==> src/rtl/xc_malu_pdiv.sv <==
// xc_malu_pdiv: packed per-lane restoring divider for the XCrypto MALU.
// Lane width is one-hot (pw[0]=32 .. pw[4]=2). The divider produces one quotient
// bit per cycle, and all lanes iterate in parallel.
// Optional feature macro: XC_MALU_PDIV_SIGNED_EN. When it is defined, op_signed
// selects signed per-lane division with magnitude conversion and sign fix-up.
//
// state | meaning
// IDLE  | waiting for a request with a one-hot pw
// BUSY  | one restoring-division step per cycle, W steps in total
// DONE  | results loaded, ready pulses for this cycle only
module xc_malu_pdiv (
    input  logic        g_clk,
    input  logic        g_resetn,
    input  logic        valid,
    input  logic        flush,
    input  logic [31:0] rs1,
    input  logic [31:0] rs2,
    input  logic [4:0]  pw,
    input  logic        op_signed,
    output logic        busy,
    output logic        ready,
    output logic [31:0] result_q,
    output logic [31:0] result_r
);

    typedef enum logic [1:0] {S_IDLE, S_BUSY, S_DONE} state_t;

    function automatic logic [31:0] lsb_mask(input logic [4:0] w);
        case (w)
            5'b00010: return 32'h0001_0001;
            5'b00100: return 32'h0101_0101;
            5'b01000: return 32'h1111_1111;
            5'b10000: return 32'h5555_5555;
            default:  return 32'h0000_0001;
        endcase
    endfunction

    function automatic logic [31:0] msb_mask(input logic [4:0] w);
        case (w)
            5'b00010: return 32'h8000_8000;
            5'b00100: return 32'h8080_8080;
            5'b01000: return 32'h8888_8888;
            5'b10000: return 32'hAAAA_AAAA;
            default:  return 32'h8000_0000;
        endcase
    endfunction

    function automatic logic [5:0] last_step(input logic [4:0] w);
        case (w)
            5'b00010: return 6'd15;
            5'b00100: return 6'd7;
            5'b01000: return 6'd3;
            5'b10000: return 6'd1;
            default:  return 6'd31;
        endcase
    endfunction

    // Copy each lane's msb value to every bit of that lane.
    function automatic logic [31:0] lane_spread(input logic [31:0] v, input logic [31:0] msb);
        logic [31:0] s;
        s[31] = v[31];
        for (int i = 30; i >= 0; i--) s[i] = msb[i] ? v[i] : s[i+1];
        return s;
    endfunction

    // Per-lane a - b with the borrow chain broken at each lane lsb; returns {borrow, diff}.
    function automatic logic [63:0] lane_sub(input logic [31:0] a, input logic [31:0] b,
                                             input logic [31:0] lsb);
        logic [31:0] d;
        logic [31:0] bo;
        logic        c;
        c = 1'b0;
        for (int i = 0; i < 32; i++) begin
            if (lsb[i]) c = 1'b0;
            d[i]  = a[i] ^ b[i] ^ c;
            bo[i] = (~a[i] & b[i]) | (~(a[i] ^ b[i]) & c);
            c     = bo[i];
        end
        return {bo, d};
    endfunction

    // Two's-complement negate the lanes whose bits are set in neg.
    function automatic logic [31:0] lane_neg(input logic [31:0] x, input logic [31:0] neg,
                                             input logic [31:0] lsb);
        logic [31:0] y;
        logic        c;
        c = 1'b0;
        for (int i = 0; i < 32; i++) begin
            if (lsb[i]) c = 1'b1;
            y[i] = neg[i] ? (~x[i] ^ c) : x[i];
            c    = c & ~x[i];
        end
        return y;
    endfunction

    // Per-lane "value is non-zero", copied to every bit of the lane.
    function automatic logic [31:0] lane_nz(input logic [31:0] v, input logic [31:0] lsb,
                                            input logic [31:0] msb);
        logic [31:0] t;
        logic        acc;
        acc = 1'b0;
        for (int i = 0; i < 32; i++) begin
            if (lsb[i]) acc = 1'b0;
            acc  = acc | v[i];
            t[i] = acc;
        end
        return lane_spread(t, msb);
    endfunction

    state_t      state_q, state_d;
    logic        busy_q, busy_d, ready_q, ready_d;
    logic [5:0]  cnt_q, cnt_d;
    logic [4:0]  pw_q, pw_d;
    logic [31:0] dvd_q, dvd_d, dvs_q, dvs_d, rem_q, rem_d, quo_q, quo_d;
    logic [31:0] res_quo_q, res_quo_d, res_rem_q, res_rem_d;

    logic        pw_ok, accept;
    logic [31:0] lsb_w, msb_w;
    logic [5:0]  wm1_w;
    logic [31:0] r_sh, sub_diff, sub_bout, take, rem_nx, quo_nx, dvd_nx;
    logic [31:0] op_a, op_b, fix_quo, fix_rem;

    assign pw_ok  = (pw != 5'd0) && ((pw & (pw - 5'd1)) == 5'd0);
    assign accept = (state_q == S_IDLE) && valid && pw_ok && !flush;

    assign lsb_w = lsb_mask(pw_q);
    assign msb_w = msb_mask(pw_q);
    assign wm1_w = last_step(pw_q);

    // One restoring step. The remainder can drop its lane msb on the shift:
    // before the last step it is always below 2^(W-1).
    assign r_sh                 = ((rem_q << 1) & ~lsb_w) | ((dvd_q & msb_w) >> wm1_w);
    assign {sub_bout, sub_diff} = lane_sub(r_sh, dvs_q, lsb_w);
    assign take                 = ~lane_spread(sub_bout, msb_w);
    assign rem_nx               = (sub_diff & take) | (r_sh & ~take);
    assign quo_nx               = ((quo_q << 1) & ~lsb_w) | (take & lsb_w);
    assign dvd_nx               = (dvd_q << 1) & ~lsb_w;

`ifdef XC_MALU_PDIV_SIGNED_EN
    logic [31:0] lsb_in, msb_in, sgn_a, sgn_b, dvs_nz;
    logic [31:0] qneg_q, qneg_d, rneg_q, rneg_d;

    assign lsb_in  = lsb_mask(pw);
    assign msb_in  = msb_mask(pw);
    assign sgn_a   = op_signed ? lane_spread(rs1, msb_in) : 32'd0;
    assign sgn_b   = op_signed ? lane_spread(rs2, msb_in) : 32'd0;
    assign dvs_nz  = lane_nz(rs2, lsb_in, msb_in);
    assign op_a    = lane_neg(rs1, sgn_a, lsb_in);
    assign op_b    = lane_neg(rs2, sgn_b, lsb_in);
    assign fix_quo = lane_neg(quo_nx, qneg_q, lsb_w);
    assign fix_rem = lane_neg(rem_nx, rneg_q, lsb_w);

    // Sign fix-up flags are captured on accept. A zero divisor leaves the
    // quotient at -1.
    always_comb begin
        qneg_d = qneg_q;
        rneg_d = rneg_q;
        if (accept) begin
            qneg_d = (sgn_a ^ sgn_b) & dvs_nz;
            rneg_d = sgn_a;
        end
    end

    // Sign flag registers.
    always_ff @(posedge g_clk or negedge g_resetn) begin
        if (!g_resetn) begin
            qneg_q <= 32'd0;
            rneg_q <= 32'd0;
        end else begin
            qneg_q <= qneg_d;
            rneg_q <= rneg_d;
        end
    end
`else
    logic unused_op_signed;
    assign unused_op_signed = op_signed;
    assign op_a    = rs1;
    assign op_b    = rs2;
    assign fix_quo = quo_nx;
    assign fix_rem = rem_nx;
`endif

    // Next-state and datapath update. Flush overrides everything except reset.
    always_comb begin
        state_d   = state_q;
        busy_d    = busy_q;
        ready_d   = ready_q;
        cnt_d     = cnt_q;
        pw_d      = pw_q;
        dvd_d     = dvd_q;
        dvs_d     = dvs_q;
        rem_d     = rem_q;
        quo_d     = quo_q;
        res_quo_d = res_quo_q;
        res_rem_d = res_rem_q;
        if (flush) begin
            state_d = S_IDLE;
            busy_d  = 1'b0;
            ready_d = 1'b0;
        end else begin
            case (state_q)
                S_IDLE: begin
                    if (accept) begin
                        state_d = S_BUSY;
                        busy_d  = 1'b1;
                        ready_d = 1'b0;
                        cnt_d   = 6'd0;
                        pw_d    = pw;
                        dvd_d   = op_a;
                        dvs_d   = op_b;
                        rem_d   = 32'd0;
                        quo_d   = 32'd0;
                    end
                end
                S_BUSY: begin
                    dvd_d = dvd_nx;
                    rem_d = rem_nx;
                    quo_d = quo_nx;
                    cnt_d = cnt_q + 6'd1;
                    if (cnt_q == wm1_w) begin
                        state_d   = S_DONE;
                        busy_d    = 1'b0;
                        ready_d   = 1'b1;
                        res_quo_d = fix_quo;
                        res_rem_d = fix_rem;
                    end
                end
                S_DONE: begin
                    state_d = S_IDLE;
                    ready_d = 1'b0;
                end
                default: begin
                    state_d = S_IDLE;
                    busy_d  = 1'b0;
                    ready_d = 1'b0;
                end
            endcase
        end
    end

    // State, working and result registers.
    always_ff @(posedge g_clk or negedge g_resetn) begin
        if (!g_resetn) begin
            state_q   <= S_IDLE;
            busy_q    <= 1'b0;
            ready_q   <= 1'b0;
            cnt_q     <= 6'd0;
            pw_q      <= 5'b00001;
            dvd_q     <= 32'd0;
            dvs_q     <= 32'd0;
            rem_q     <= 32'd0;
            quo_q     <= 32'd0;
            res_quo_q <= 32'd0;
            res_rem_q <= 32'd0;
        end else begin
            state_q   <= state_d;
            busy_q    <= busy_d;
            ready_q   <= ready_d;
            cnt_q     <= cnt_d;
            pw_q      <= pw_d;
            dvd_q     <= dvd_d;
            dvs_q     <= dvs_d;
            rem_q     <= rem_d;
            quo_q     <= quo_d;
            res_quo_q <= res_quo_d;
            res_rem_q <= res_rem_d;
        end
    end

    assign busy     = busy_q;
    assign ready    = ready_q;
    assign result_q = res_quo_q;
    assign result_r = res_rem_q;

endmodule

==> config.mk <==
export PLATFORM = sky130hd
export DESIGN_NAME = xc_malu_pdiv
export DESIGN_NICKNAME = d
export VERILOG_FILES = /design/src/rtl/xc_malu_pdiv.sv
export SDC_FILE = /design/constraint.sdc
export NUM_CORES = 1
export LEC_CHECK = 0
export ABC_AREA = 1
export BUFFER_PORTS_ARGS = -buffer_cell sky130_fd_sc_hd__buf_2
export CAP_MARGIN = 25
export CORE_ASPECT_RATIO = 0.5
export CORE_UTILIZATION = 34
export DETAILED_ROUTE_END_ITERATION = 10
export GPL_TIMING_DRIVEN = 0
export SYNTH_ARGS = -nofsm -noshare
export SYNTH_HDL_FRONTEND = slang
export SYNTH_SLANG_ARGS = --single-unit
==> constraint.sdc <==
create_clock -name g_clk -period 17.2 [get_ports g_clk]
set_clock_uncertainty 0.1 [all_clocks]
set_input_delay 3.44 -clock g_clk [delete_from_list [all_inputs] [get_ports g_clk]]
set_output_delay 3.44 -clock g_clk [all_outputs]
set_load 0.005 [all_outputs]
==> results_dict.tcl <==
set metrics [dict create \
    numPlacedInstances 1653 \
    ys_types 46 \
    timing.hold.ws_ps 366 \
    core-area_um2 28100 \
    critical_path_required_ps 17460 \
    pin_count_of_the_biggest_net_entering_global_routing 120 \
    timing.max_slew.rel_slack 0.282 \
    cts-buffers-inserted 21 \
    drt-initial-drc-count 801 \
    timing.critical_path.fanout_max 5 \
    timing.reg2reg.setup_slack_ps -360 \
    timing.final.crit_share 1.02 \
    power.sequential.fraction 0.277 \
    source_of_the_worst_register_to_register_timing_path "pw_q[0]" \
    critical_path.startpoint_type "flop" \
    critPathTopFamily "adder cells" \
    power.net_switching_uw 997 \
    unrepaired_setup_endpoints_after_global_routing "true" \
    synth_fp_nets 1239 \
    power.density_nw_per_um2 187 \
    buffer_ports.inserted 138 \
    netlist.top_cell.by_area "dfrtp_1" \
    gp_congestion 0.920 \
    status "finished with violations" \
    power.static_leakage_nw 6.26 \
    critical-path-slowest-cell "dfstp_2" \
    synth_top_cells_by_area "dfrtp_1, nand2_1, o21ai_0" \
    drv_cap 0 \
    synth_edf_count 0 \
    min-delay-start "result_r[26]" \
    drc 0 \
    clk_latency_ps 510 \
    clk_transition_reported_paths_ps 60 \
    n_antenna_cell 0 \
    route.final.wire_length_um 32800 \
    max_slew.worst_pin.slew_ps 1080 \
    design.final.nets 1467 \
    overflow 0 \
    synth_seq_area_share 0.516 \
    cts_tree "yes" \
    ctsRootBufferMaster "clkbuf_16" \
    min_path_type "flop to flop" \
    yosys_most_used_dff "dfrtp_1" \
    setup_violations 59 \
    finalWorstSetupSlack_ps -364 \
    rows 43 \
    grt.total_usage 0.217 \
    maxSlewViolCount 0 \
    critical-path-top-cell-by-count "fa_2" \
    tritoncts_num_sinks 204 \
    maximum_root_to_sink_buffer_count 3 \
    yosys_warnings 0 \
    stdcell_count 1755 \
    report.final.hold_viol_count 0 \
    pwr-share-comb 0.530 \
    cell_internal_pwr_mw 1.41 \
    vias 8879 \
    timing.hold.worst_endpoint "result_r[26]" \
    post_drt_wl_per_cell_um 18.7 \
    hold_depth 2 \
    async_set_or_reset_flop_fraction_in_the_synthesized_netlist 1.00 \
    worst_setup_path_end_kind "flop" \
    violations_in_the_final_reports "negative setup slack" \
    clock.fmax_ghz 0.0569 \
    detail-route-antenna-nets 0 \
    layout.filler_cells 2651 \
    initial_core_util 0.352 \
    final_layout_size_suffix_gt1_frac 0.299 \
    rr_worst_depth 84 \
    synth_area_per_cell_um2 8.74 \
    postCtsHoldBufs 0 \
    ir_worst_vdd_uv 78.4 \
    final.min_clock_period_ps 17560 \
    die_height_um 123 \
    syn-instance-count 1132 \
    synth.ff_latch_count 204 \
    power.share.switching 0.414 \
    area_growth_pct 30.4 \
    synth_area_um2 9890 \
    cp.buffers_inverters 14 \
    crit_path_max_incr_delay_ps 550 \
    critPathKind "flop to flop" \
    dp_hpwl_um 23800 \
    viasPerCell 5.06 \
    grt_pass1_wl_um 49300 \
    share_clk_of_total_power 0.193 \
    cts_max_level 1 \
    die_area_um2 29800 \
    antenna_violations_before_repair 1 \
    grt_pass1_vias 8648 \
    floorplan.die.width_um 243 \
    critical_r2r_capture "rem_q[6]" \
    crit_arrival_ps 17830 \
    synth_largest_type_area_fraction 0.514 \
    design.portCount 140 \
    first_pass_drt_iterations 5 \
]
-- worst max path at each step --
stage | start | end | cells after the start
finish | pw_q[0] | rem_q[6] | 84
global route | pw_q[0] | rem_q[2] | 84
CTS | pw_q[0] | rem_q[1] | 85
detailed placement | pw_q[0] | quo_q[4] | 77
global placement | pw_q[0] | quo_q[4] | 77
floorplan | pw_q[0] | rem_q[0] | 83
-- synthesized netlist by cell type (2+ instances only) --
cell	n
nand2_1	338
dfrtp_1	203
o21ai_0	139
inv_1	130
clkbuf_1	37
o21ai_1	36
nor2_1	32
fa_1	31
nand3_1	29
o22ai_1	27
a31oi_1	16
o211ai_1	13
a21oi_1	10
nand3_2	10
buf_2	9
or2_2	7
buf_1	6
inv_2	5
mux2i_1	5
a22o_1	3
buf_6	3
mux2_2	3
nand2_2	3
nand2_4	3
nand4_1	3
nor3_1	3
a22oi_1	2
buf_4	2
ha_1	2
nand3b_1	2
nor2_4	2
nor3b_1	2
o221ai_1	2
xor2_1	2
-- per-layer routing --
metal	track usage	routed length, µm
met1	0.299	14500
met5	0	0
met4	0.0719	1070
met2	0.342	14800
met3	0.0442	2430
-- cell type report --
cell class / count / area (µm²) / area share
tap: 382 / 478 / 0.0370
sequential: 204 / 5110 / 0.396
clock buffer: 27 / 578 / 0.0448
timing repair buffer: 205 / 1250 / 0.0973
buffer: 57 / 290 / 0.0225
clock inverter: 9 / 108 / 0.00834
inverter: 136 / 533 / 0.0413
multi-input combinational: 735 / 4550 / 0.353
-- power by group through the flow --
| stage | Clock, mW | Combinational (mW) | Sequential, mW |
|---|---|---|---|
| floorplan | 0 | 0.581 | 0.652 |
| detailed placement | 0 | 0.838 | 0.671 |
| CTS | 0.471 | 1.05 | 0.662 |
| global placement | 0 | 0.805 | 0.668 |
| global route | 0.493 | 1.38 | 0.680 |
| finish | 0.466 | 1.28 | 0.668 |
-- tightest hold or removal path, delay by kind of cell (launching register included) --
kind             cells  cell delay, ps
flip-flops           1             330
AND/OR/NAND/NOR      2             110
-- sequential cells by signal (all words and copies together) (netlist names), 5 cells and up --
register  count
dvd_q        32
quo_q        31
rem_q        31
dvs_q        32
result_r     32
result_q     32
pw_q          5
cnt_q         6
-- what timing repair did --
action                                  in CTS  in global routing
endpoints found under the setup margin      87                 87
cloned                                       0                  0
resized for setup                           88                 93
pin swaps                                   52                 53
buffers inserted                            45                 22
-- stage by stage --
stage | total power [mW] | setup WS (ps) | utilization | instance area (µm²) | TNS (ps)
after CTS | 2.18 | -821 | 0.442 | 12400 | -48260
after floorplan | 1.23 | 20.6 | - | 9970 | 0
after global routing | 2.55 | -812 | 0.459 | 12900 | -43890
final | 2.41 | -364 | 0.459 | 12900 | -12470
after detailed placement | 1.51 | -2130 | 0.397 | 11200 | -147290
after global placement | 1.47 | -1920 | 0.396 | 11100 | -128390
-- cell families (layout without fill, tap and decap cells) --
kind of cell | count (synthesis) | after routing | synth area share
and+or+nand+nor | 438 | 438 | 0.187
AOI/OAI and AO/OA | 254 | 254 | 0.143
DFF | 204 | 204 | 0.516
buffers and inverters | 193 | 434 | 0.0774
adders and majority gates | 33 | 33 | 0.0653
muxes | 8 | 8 | 0.00848
xor gates and xnor gates | 2 | 2 | 0.00177
-- layout by cell type (no fill, tap or decap), drive strengths merged, types with 6 or more instances in the layout --
cell,count
nor2,35
nand2,344
inv,135
a21oi,11
o21ai,176
dfrtp,203
a31oi,16
clkbuf,64
o211ai,13
buf,225
o22ai,27
fa,31
clkinv,6
nand3,40
or2,7
No activity file was read; power rests on OpenSTA's default activity.
